--- src/rtl/rave_ooo_pkg.sv ---
// Shared widths and the reservation-station entry layout for the OoO core.
package rave_ooo_pkg;

  localparam int XLEN          = 32;
  localparam int ROB_SIZE      = 256;
  localparam int PHYS_REG_SIZE = 256;
  localparam int UOP_SIZE      = 16;

  localparam int ROB_W = $clog2(ROB_SIZE);
  localparam int TAG_W = $clog2(PHYS_REG_SIZE);
  localparam int UOP_W = $clog2(UOP_SIZE);

  typedef struct packed {
    logic             valid;
    logic [UOP_W-1:0] uop;
    logic [ROB_W-1:0] rob;
    logic [TAG_W-1:0] dest;
    logic [XLEN-1:0]  pc;
    logic [XLEN-1:0]  rs1_val;
    logic [TAG_W-1:0] rs1_tag;
    logic             rs1_rdy;
    logic [XLEN-1:0]  rs2_val;
    logic [TAG_W-1:0] rs2_tag;
    logic             rs2_rdy;
  } rs_entry_t;

endpackage

--- src/rtl/rs_operand_capture.sv ---
// Per-operand CDB wakeup: a not-ready operand whose tag matches a valid
// broadcast takes the broadcast value and becomes ready.
module rs_operand_capture
  import rave_ooo_pkg::*;
(
  input  logic             rdy_i,
  input  logic [TAG_W-1:0] tag_i,
  input  logic [XLEN-1:0]  val_i,
  input  logic             cdb_valid_i,
  input  logic [TAG_W-1:0] cdb_tag_i,
  input  logic [XLEN-1:0]  cdb_value_i,
  output logic             rdy_o,
  output logic [XLEN-1:0]  val_o
);

  logic hit_s;

  // Ready operands are never compared, so they cannot be overwritten.
  always_comb begin
    hit_s = !rdy_i && cdb_valid_i && (tag_i == cdb_tag_i);
    rdy_o = rdy_i | hit_s;
    if (hit_s) begin
      val_o = cdb_value_i;
    end else begin
      val_o = val_i;
    end
  end

endmodule

--- src/rtl/arith_rsv_station.sv ---
// Age-ordered, compacting reservation station feeding the arithmetic FU.
// Entry 0 is always the oldest; the oldest fully-ready entry issues each cycle.
module arith_rsv_station
  import rave_ooo_pkg::*;
#(
  parameter int RS_DEPTH = 8
) (
  input  logic                        clk,
  input  logic                        rst,
  input  logic                        flush,
  input  logic                        disp_valid,
  output logic                        disp_ready,
  input  logic [UOP_W-1:0]            disp_uop,
  input  logic [ROB_W-1:0]            disp_rob_entry,
  input  logic [TAG_W-1:0]            disp_dest_reg,
  input  logic [XLEN-1:0]             disp_pc,
  input  logic [XLEN-1:0]             disp_rs1_val,
  input  logic [XLEN-1:0]             disp_rs2_val,
  input  logic [TAG_W-1:0]            disp_rs1_tag,
  input  logic [TAG_W-1:0]            disp_rs2_tag,
  input  logic                        disp_rs1_rdy,
  input  logic                        disp_rs2_rdy,
  input  logic                        cdb_valid,
  input  logic [TAG_W-1:0]            cdb_tag,
  input  logic [XLEN-1:0]             cdb_value,
  output logic                        issue_valid,
  output logic [UOP_W-1:0]            issue_uop,
  output logic [ROB_W-1:0]            issue_rob_entry,
  output logic [TAG_W-1:0]            issue_dest_reg,
  output logic [XLEN-1:0]             issue_rs1,
  output logic [XLEN-1:0]             issue_rs2,
  output logic [XLEN-1:0]             issue_pc,
  output logic [$clog2(RS_DEPTH):0]   occupancy
);

  localparam int IDX_W = $clog2(RS_DEPTH);
  localparam int CNT_W = IDX_W + 1;

  rs_entry_t            entries_q [RS_DEPTH];
  rs_entry_t            entries_d [RS_DEPTH];
  rs_entry_t            woke_s    [RS_DEPTH+1];
  logic                 w_rs1_rdy_s [RS_DEPTH];
  logic                 w_rs2_rdy_s [RS_DEPTH];
  logic [XLEN-1:0]      w_rs1_val_s [RS_DEPTH];
  logic [XLEN-1:0]      w_rs2_val_s [RS_DEPTH];
  rs_entry_t            new_entry_s;
  logic                 n_rs1_rdy_s, n_rs2_rdy_s;
  logic [XLEN-1:0]      n_rs1_val_s, n_rs2_val_s;
  logic [CNT_W-1:0]     occ_q, occ_d, wr_idx_s;
  logic                 accept_s, sel_found_s;
  logic [IDX_W-1:0]     sel_idx_s;

  logic                 issue_valid_q;
  logic [UOP_W-1:0]     issue_uop_q;
  logic [ROB_W-1:0]     issue_rob_q;
  logic [TAG_W-1:0]     issue_dest_q;
  logic [XLEN-1:0]      issue_rs1_q, issue_rs2_q, issue_pc_q;

  for (genvar g = 0; g < RS_DEPTH; g++) begin : g_wake
    rs_operand_capture u_cap_rs1 (
      .rdy_i(entries_q[g].rs1_rdy), .tag_i(entries_q[g].rs1_tag), .val_i(entries_q[g].rs1_val),
      .cdb_valid_i(cdb_valid), .cdb_tag_i(cdb_tag), .cdb_value_i(cdb_value),
      .rdy_o(w_rs1_rdy_s[g]), .val_o(w_rs1_val_s[g])
    );
    rs_operand_capture u_cap_rs2 (
      .rdy_i(entries_q[g].rs2_rdy), .tag_i(entries_q[g].rs2_tag), .val_i(entries_q[g].rs2_val),
      .cdb_valid_i(cdb_valid), .cdb_tag_i(cdb_tag), .cdb_value_i(cdb_value),
      .rdy_o(w_rs2_rdy_s[g]), .val_o(w_rs2_val_s[g])
    );
  end

  rs_operand_capture u_disp_rs1 (
    .rdy_i(disp_rs1_rdy), .tag_i(disp_rs1_tag), .val_i(disp_rs1_val),
    .cdb_valid_i(cdb_valid), .cdb_tag_i(cdb_tag), .cdb_value_i(cdb_value),
    .rdy_o(n_rs1_rdy_s), .val_o(n_rs1_val_s)
  );
  rs_operand_capture u_disp_rs2 (
    .rdy_i(disp_rs2_rdy), .tag_i(disp_rs2_tag), .val_i(disp_rs2_val),
    .cdb_valid_i(cdb_valid), .cdb_tag_i(cdb_tag), .cdb_value_i(cdb_value),
    .rdy_o(n_rs2_rdy_s), .val_o(n_rs2_val_s)
  );

  assign disp_ready = (occ_q < CNT_W'(RS_DEPTH));
  assign accept_s   = disp_valid && disp_ready;

  // Oldest (lowest index) entry whose both operands are ready in registered state.
  always_comb begin
    sel_found_s = 1'b0;
    sel_idx_s   = '0;
    for (int i = RS_DEPTH - 1; i >= 0; i--) begin
      if (entries_q[i].valid && entries_q[i].rs1_rdy && entries_q[i].rs2_rdy) begin
        sel_found_s = 1'b1;
        sel_idx_s   = IDX_W'(i);
      end else begin
        sel_found_s = sel_found_s;
      end
    end
  end

  // Build woken entries, the incoming entry, and the compacted next state.
  always_comb begin
    for (int i = 0; i < RS_DEPTH; i++) begin
      woke_s[i]         = entries_q[i];
      woke_s[i].rs1_rdy = w_rs1_rdy_s[i];
      woke_s[i].rs1_val = w_rs1_val_s[i];
      woke_s[i].rs2_rdy = w_rs2_rdy_s[i];
      woke_s[i].rs2_val = w_rs2_val_s[i];
    end
    woke_s[RS_DEPTH] = '0;

    new_entry_s         = '0;
    new_entry_s.valid   = 1'b1;
    new_entry_s.uop     = disp_uop;
    new_entry_s.rob     = disp_rob_entry;
    new_entry_s.dest    = disp_dest_reg;
    new_entry_s.pc      = disp_pc;
    new_entry_s.rs1_tag = disp_rs1_tag;
    new_entry_s.rs1_rdy = n_rs1_rdy_s;
    new_entry_s.rs1_val = n_rs1_val_s;
    new_entry_s.rs2_tag = disp_rs2_tag;
    new_entry_s.rs2_rdy = n_rs2_rdy_s;
    new_entry_s.rs2_val = n_rs2_val_s;

    // The youngest slot after compaction is where a new dispatch lands.
    wr_idx_s = occ_q - CNT_W'(sel_found_s);
    occ_d    = occ_q + CNT_W'(accept_s) - CNT_W'(sel_found_s);

    for (int i = 0; i < RS_DEPTH; i++) begin
      if (sel_found_s && (i >= int'(sel_idx_s))) begin
        entries_d[i] = woke_s[i+1];
      end else begin
        entries_d[i] = woke_s[i];
      end
      if (accept_s && (wr_idx_s == CNT_W'(i))) begin
        entries_d[i] = new_entry_s;
      end else begin
        entries_d[i] = entries_d[i];
      end
    end
  end

  // State and issue registers; reset beats flush, flush beats everything else.
  always_ff @(posedge clk) begin
    if (!rst) begin
      entries_q     <= '{default: '0};
      occ_q         <= '0;
      issue_valid_q <= 1'b0;
      issue_uop_q   <= '0;
      issue_rob_q   <= '0;
      issue_dest_q  <= '0;
      issue_rs1_q   <= '0;
      issue_rs2_q   <= '0;
      issue_pc_q    <= '0;
    end else if (flush) begin
      entries_q     <= '{default: '0};
      occ_q         <= '0;
      issue_valid_q <= 1'b0;
    end else begin
      entries_q     <= entries_d;
      occ_q         <= occ_d;
      issue_valid_q <= sel_found_s;
      if (sel_found_s) begin
        issue_uop_q  <= entries_q[sel_idx_s].uop;
        issue_rob_q  <= entries_q[sel_idx_s].rob;
        issue_dest_q <= entries_q[sel_idx_s].dest;
        issue_rs1_q  <= entries_q[sel_idx_s].rs1_val;
        issue_rs2_q  <= entries_q[sel_idx_s].rs2_val;
        issue_pc_q   <= entries_q[sel_idx_s].pc;
      end
    end
  end

  assign issue_valid     = issue_valid_q;
  assign issue_uop       = issue_uop_q;
  assign issue_rob_entry = issue_rob_q;
  assign issue_dest_reg  = issue_dest_q;
  assign issue_rs1       = issue_rs1_q;
  assign issue_rs2       = issue_rs2_q;
  assign issue_pc        = issue_pc_q;
  assign occupancy       = occ_q;

endmodule

--- config.mk ---
export PLATFORM = sky130hd
export DESIGN_NAME = arith_rsv_station
export DESIGN_NICKNAME = d
export VERILOG_FILES = /design/src/rtl/rave_ooo_pkg.sv /design/src/rtl/rs_operand_capture.sv /design/src/rtl/arith_rsv_station.sv
export SDC_FILE = /design/constraint.sdc
export NUM_CORES = 2
export LEC_CHECK = 0
export BUFFER_PORTS_ARGS = -buffer_cell sky130_fd_sc_hd__buf_2
export CAP_MARGIN = 25
export CORE_MARGIN = 4
export CORE_UTILIZATION = 40
export DETAILED_ROUTE_END_ITERATION = 7
export HOLD_SLACK_MARGIN = 0.02
export PLACE_DENSITY_LB_ADDON = 0.12
export SLEW_MARGIN = 10
export SYNTH_ARGS = -nofsm -noshare
export SYNTH_HDL_FRONTEND = slang
export SYNTH_HIERARCHICAL = 1
export SYNTH_SLANG_ARGS = --single-unit
--- constraint.sdc ---
create_clock -name clk -period 3.9 [get_ports clk]
set_input_delay 0.78 -clock clk [delete_from_list [all_inputs] [get_ports clk]]
set_output_delay 0.78 -clock clk [all_outputs]
set_load 0.02 [all_outputs]
After elaboration in Yosys (flattened, before gate mapping). Cells that the tools add are included.

Register bits after elaboration: 1201. Input bits: 179.

$add $sub $neg: 3. Magnitude comparators: 9. Equal/unequal tests: 25. Multiplexer cells: 53. Bitwise operators: 21. Reductions and logical operators: 99.

Operators by type and width (count): 135-bit 2-to-1 mux (16); 32-bit 2-to-1 mux (18); 135-bit binary-select mux with 3-bit select (1); 134-bit 2-to-1 mux (2); 8-bit equality test (18); 1-bit logical AND (68); 3-bit 2-to-1 mux (8); 1-bit zero test (18); 1-bit OR (18); 4-bit by 3-bit equality test with 1-bit output (second input constant) (4); 2-bit nonzero test (8); 3-bit greater-or-equal comparator (first input constant) (3); 4-bit by 2-bit equality test with 1-bit output (second input constant) (2); 1-bit 2-to-1 mux (8); 4-bit by 1-bit subtractor with 4-bit output (2); 1-bit by 3-bit greater-or-equal comparator with 1-bit output (first input constant) (2); 2-bit by 3-bit greater-or-equal comparator with 1-bit output (first input constant) (2); 3-bit nonzero test (2); 4-bit by 1-bit adder with 4-bit output (1); 4-bit by 1-bit equality test with 1-bit output (second input constant) (1); 4-bit greater-or-equal comparator (second input constant) (1); 4-bit zero test (1); 4-bit < comparator (second input constant) (1); 3-bit NOT with 4-bit output (1); 3 further kinds (4).

Logic depth before layout (Yosys ltp).
Depth after elaboration: 14. Depth in mapped cells: 15. Depth with buffers taken out: 11.

Hierarchy. Netlist, hierarchy kept.

By module, submodules not included: arith_rsv_station (instances 1, cells an instance 7213, area each 57541.4 um^2, sequential area each 24043.1 um^2); rs_operand_capture (instances 18, cells an instance 48, area each 614.3 um^2, sequential area each 0.0 um^2).

Worst setup path before layout. No wires, ideal clock.

Path kind: register to register. Start point: register entries_q[810] (netlist name). End point: register entries_q[100] (netlist name). Setup time: 0.065 ns. Arrival: 3.128 ns. Required time: 3.835 ns. Setup slack: 0.707 ns. Cell stages (with the launch flop): 14. Clock period less this slack: 3.193 ns. Cell sequence: dfxtp_1 -> and3_1 -> buf_2 -> nor4_4 -> nand3_1 -> ha_1 -> ha_1 -> a211oi_1 -> and2_1 -> buf_2 -> buf_1 -> clkbuf_1 -> a22oi_1 -> nor2_1.

Cells in the longest elaborated chain, start to end: 7.

RTL lines: from (decl) (RTL line arith_rsv_station.sv:39) `rs_entry_t entries_q [RS_DEPTH];`; from (signal assigned) (RTL line arith_rsv_station.sv:159) `entries_q <= entries_d;`; 1-bit logical AND (*) (RTL line arith_rsv_station.sv:91) `if (entries_q[i].valid && entries_q[i].rs1_rdy && entries_q[i].rs2_rdy) begin`; 1-bit 2-to-1 mux (*) (2 in a row) (RTL line arith_rsv_station.sv:91); via sel_found_s (RTL line arith_rsv_station.sv:50) `logic accept_s, sel_found_s;`; 4-bit by 1-bit subtractor with 4-bit output (RTL line arith_rsv_station.sv:125) `wr_idx_s = occ_q - CNT_W'(sel_found_s);`; 4-bit by 3-bit equality test with 1-bit output (RTL line arith_rsv_station.sv:134) `if (accept_s && (wr_idx_s == CNT_W'(i))) begin`; 1-bit logical AND (RTL line arith_rsv_station.sv:134); 135-bit 2-to-1 mux or 2-bit nonzero test (tied branches).

Mark *: on every way through the listed nets, which the timed path passes. The rest lies on a longest branch. A chain may end at the register's enable or synchronous reset.

Worst setup path in the final report.
Start point: register entries_q[851] (netlist name). End point: register entries_q[156] (netlist name).

Cells in the longest elaborated chain, start to end: 8.

RTL lines (RTL line): 1-bit logical AND (*) (2 in a row) (arith_rsv_station.sv:91); 1-bit 2-to-1 mux (*) (2 in a row) (arith_rsv_station.sv:91); via sel_found_s (arith_rsv_station.sv:50); 4-bit by 1-bit subtractor with 4-bit output (arith_rsv_station.sv:125); 4-bit by 3-bit equality test with 1-bit output (arith_rsv_station.sv:134); 1-bit logical AND (arith_rsv_station.sv:134); 135-bit 2-to-1 mux (*) (arith_rsv_station.sv:134).

Mark *: on every way through the listed nets, which the timed path passes. The rest lies on a longest branch. The select of a mux whose other input is x is not followed.

==> results.cfg <==
[outcome]
outcome = complete, no violations

[layout]
fin_cells = 10090
finish.net_count = 7928
final.fill_count = 16560
syn_to_final_growth_pct = 10.71
final_common_cell = sky130_fd_sc_hd__nand2_1
layout_common_cells = sky130_fd_sc_hd__nand2_1, sky130_fd_sc_hd__dfxtp_1, sky130_fd_sc_hd__nor2_1
final_layout_size_suffix_gt1_share_pct = 19.63
largest_reg_flops = 1080
regMostFlops = entries_q

[synth]
asyncSetResetFlopFracSynth_pct = 0
number_of_synthesized_register_bits = 1201
netlist_area_sq_um = 68600
synth_cell_type_count = 49
syn-mean-instance-area_sq_um = 8.493
synth_enable_flop_cells = 0
postSynthCellCount = 8077
yosysWarningCount = 6
yosys_most_used_dff = sky130_fd_sc_hd__dfxtp_1
synth_seq_area_share_pct = 35.05
number_of_nets_produced_by_synthesis = 8265

[worst_setup_path]
critical_path.startpoint = entries_q[851]
crit_type = reg2reg
worst_setup_path_end_kind = flop
rr_startpoint = entries_q[851]
worst_ep_arrival_time_ps = 4340
worstPathRequired_ps = 4600
worst_r2r_endpoint = entries_q[156]
setup.worst_path.start_class = flop
worstRegToRegCells = 11
r2r_slack_ps = 260
crit_path_end = entries_q[156]
crit_path_max_fanout = 86

[detailed_routing]
via_count = 62580
detail_route.drc_violations = 0
drt_pass1_iterations = 6
antenna_left = 0
post_drt_via_cell_ratio = 6.204
detail_route.iter0.violations = 6018
routed_wire_length_per_instance_um = 27.24
route.final.wire_length_mm = 274.8

[place]
dpl.hpwl_mm = 144.5
dpl_worst_slack_ps = 137.5
finalWeightedCongestion = 0.7983
numPlacedInstances = 9812
portBuffers = 300

[floorplanning]
floorplan.initialDensity_pct = 40.39
boundaryPins = 301
height_of_the_die_um = 422.1
floorplan.core_area_sq_um = 169800
core.rowCount = 151
total_die_area_sq_um = 178200
die_w_um = 422.1

[global_routing]
grt_antenna_before_repair = 17
first_global_vias = 61220
grt_start_max_net_pins = 184
grt.overflow.total = 0
gr-usage-all-layers_pct = 29.49
wire_length_of_the_first_global_routing_pass_mm = 408.6

[sta]
timing.fmax_mhz = 275.0
finalHoldViolCount = 0
timing.slew.headroom_pct = 25.96
report.final.slew_viol_count = 0
tightestPinTransition_ps = 1111
setup-tns-final_ps = 0
period_minus_slack_ps = 3636
rsz0062_at_grt = false
finalSetupViolations = 0
portion_of_the_clock_cycle_consumed_by_the_worst_path_in_the_final_layout_pct = 93.24
timing.final.ws_setup_ps = 263.7
finalClockSkew_ps = 31.09

[clock_network]
cts.hold.buffers_added = 0
max-clock-path-buffers = 3
cts_htree_levels = 4
clk_transition_reported_paths_ps = 60
total_cts_buffers = 144
cts-root-buf = sky130_fd_sc_hd__clkbuf_16
clock_insertion_delay_worst_skew_ps = 800
tritoncts = yes
numClockSinks = 1201

[power]
power.density_cell_area_nw_per_um2 = 366.7
netSwitchingPower_w = 0.006993
pwr-share-comb_pct = 6.1
seqPwrFrac_pct = 44.8
power.leakage_nw = 27.61
sw_frac_of_total_pct = 25.11
p_int_w = 0.02086
vdd_ir_drop_max_mv = 0.4309
pwr-share-clk_pct = 49.1

[min_path]
min-delay-path-class = in2reg

[flow_run]
drv_cap = 0
## stage by stage
| step | hold slack (ps) | power (W) | cell area [sq um] | utilization (%) |
|---|---|---|---|---|
| final | 336.9 | 0.02785 | 75950 | 44.71 |
| after global routing | 317.5 | 0.02868 | 75930 | 44.71 |
| after CTS | 288.1 | 0.02807 | 75910 | 44.69 |
| after detailed placement | 472.0 | 0.01442 | 71200 | 41.92 |
| after global placement | 467.8 | 0.01440 | 71200 | 41.92 |
| after floorplan | 456.1 | 0.01371 | 68600 | - |
## area by class of cell
type / instances / area [sq um] / share of cell area [%]
multi-input cells: 5936 / 40800 / 53.73
flip-flops and latches: 1201 / 24040 / 31.66
clock buffers: 230 / 4352 / 5.730
repair buffers: 450 / 3560 / 4.687
well taps: 2218 / 2775 / 3.654
clock inverters: 32 / 355.3 / 0.4679
diodes: 13 / 32.53 / 0.04283
inverters: 7 / 26.28 / 0.03460
## critical path, stage by stage, from the launching register on
cell	delay, ps
sky130_fd_sc_hd__dfxtp_1	350
sky130_fd_sc_hd__and3_1	290
sky130_fd_sc_hd__nor4_4	370
sky130_fd_sc_hd__nand3_1	330
sky130_fd_sc_hd__ha_1	310
sky130_fd_sc_hd__ha_1	220
sky130_fd_sc_hd__xor2_1	180
sky130_fd_sc_hd__buf_4	180
sky130_fd_sc_hd__nand3_4	100
sky130_fd_sc_hd__buf_4	740
sky130_fd_sc_hd__o21ai_0	170
sky130_fd_sc_hd__a31oi_1	180
## per-layer routing
layer | GRT usage, % | wire length [um] | vias up
met5 | 0 | 0 | -
met4 | 11.11 | 10490 | 0
met3 | 4.024 | 18880 | 534
met2 | 49.54 | 128800 | 2681
met1 | 38.46 | 116600 | 30920
li1 | - | - | 28450
## cell usage after synthesis (all sizes together) (4+ instances only)
| master | count | area [sq um] |
|---|---|---|
| a311oi | 402 | 3521 |
| and2 | 4 | 25.02 |
| buf | 304 | 1738 |
| nor3b | 18 | 135.1 |
| xor2 | 147 | 1287 |
| nand2b | 22 | 137.6 |
| nand2 | 1353 | 5079 |
| ha | 8 | 100.1 |
| nor3 | 19 | 106.4 |
| a221oi | 116 | 1016 |
| inv | 7 | 26.28 |
| o21ai | 503 | 2517 |
| a22oi | 135 | 1018 |
| mux2 | 808 | 11060 |
| nor2 | 814 | 3060 |
| mux2i | 270 | 2703 |
| a31oi | 390 | 2446 |
| a211oi | 270 | 2027 |
| a21oi | 124 | 620.6 |
| nand3 | 263 | 1406 |
| dfxtp | 1201 | 24040 |
| nor4 | 19 | 246.5 |
| clkbuf | 629 | 2361 |
| a21o | 232 | 1742 |
| and3 | 7 | 45.05 |
## how the worst min path moves through the flow
| stage | start | endpoint | slack [ps] | depth (start not counted) |
|---|---|---|---|---|
| 6_report | disp_pc[31] | entries_q[653] | 340 | 3 |
| 5_1_grt | disp_pc[6] | entries_q[628] | 320 | 3 |
| 4_1_cts | disp_pc[31] | entries_q[653] | 290 | 3 |
| 3_5_place_dp | entries_q[108] | entries_q[243] | 470 | 2 |
| 3_3_place_gp | entries_q[1066] | entries_q[1066] | 470 | 2 |
| 2_1_floorplan | entries_q[1027] | entries_q[1027] | 460 | 2 |
## logic make-up after synthesis
| kind of cell | after synthesis | synth area share [%] |
|---|---|---|
| buffers and inverters | 940 | 6.013 |
| and+or+nand+nor | 2523 | 14.97 |
| DFF | 1201 | 35.05 |
| muxes | 1078 | 20.06 |
| xor gates and xnor gates | 148 | 1.890 |
| adders and majority gates | 9 | 0.1751 |
| AOI/OAI and AO/OA | 2178 | 21.85 |
## power groups by stage
stage	Combinational (W)	Clock, W	Sequential, W
global route	0.00182	0.0144	0.0125
global placement	0.00167	0	0.0127
CTS	0.00169	0.0139	0.0125
floorplan	0.000999	0	0.0127
finish	0.00171	0.0137	0.0125
detailed placement	0.00168	0	0.0127
## repair_timing
action                                  in CTS  in global routing
endpoints found under the hold margin        0                  0
gates resized for setup                      0                  1
buffers inserted                             0                  0
endpoints found under the setup margin       0                162
Note: power is estimated with default switching activity, not from simulation.
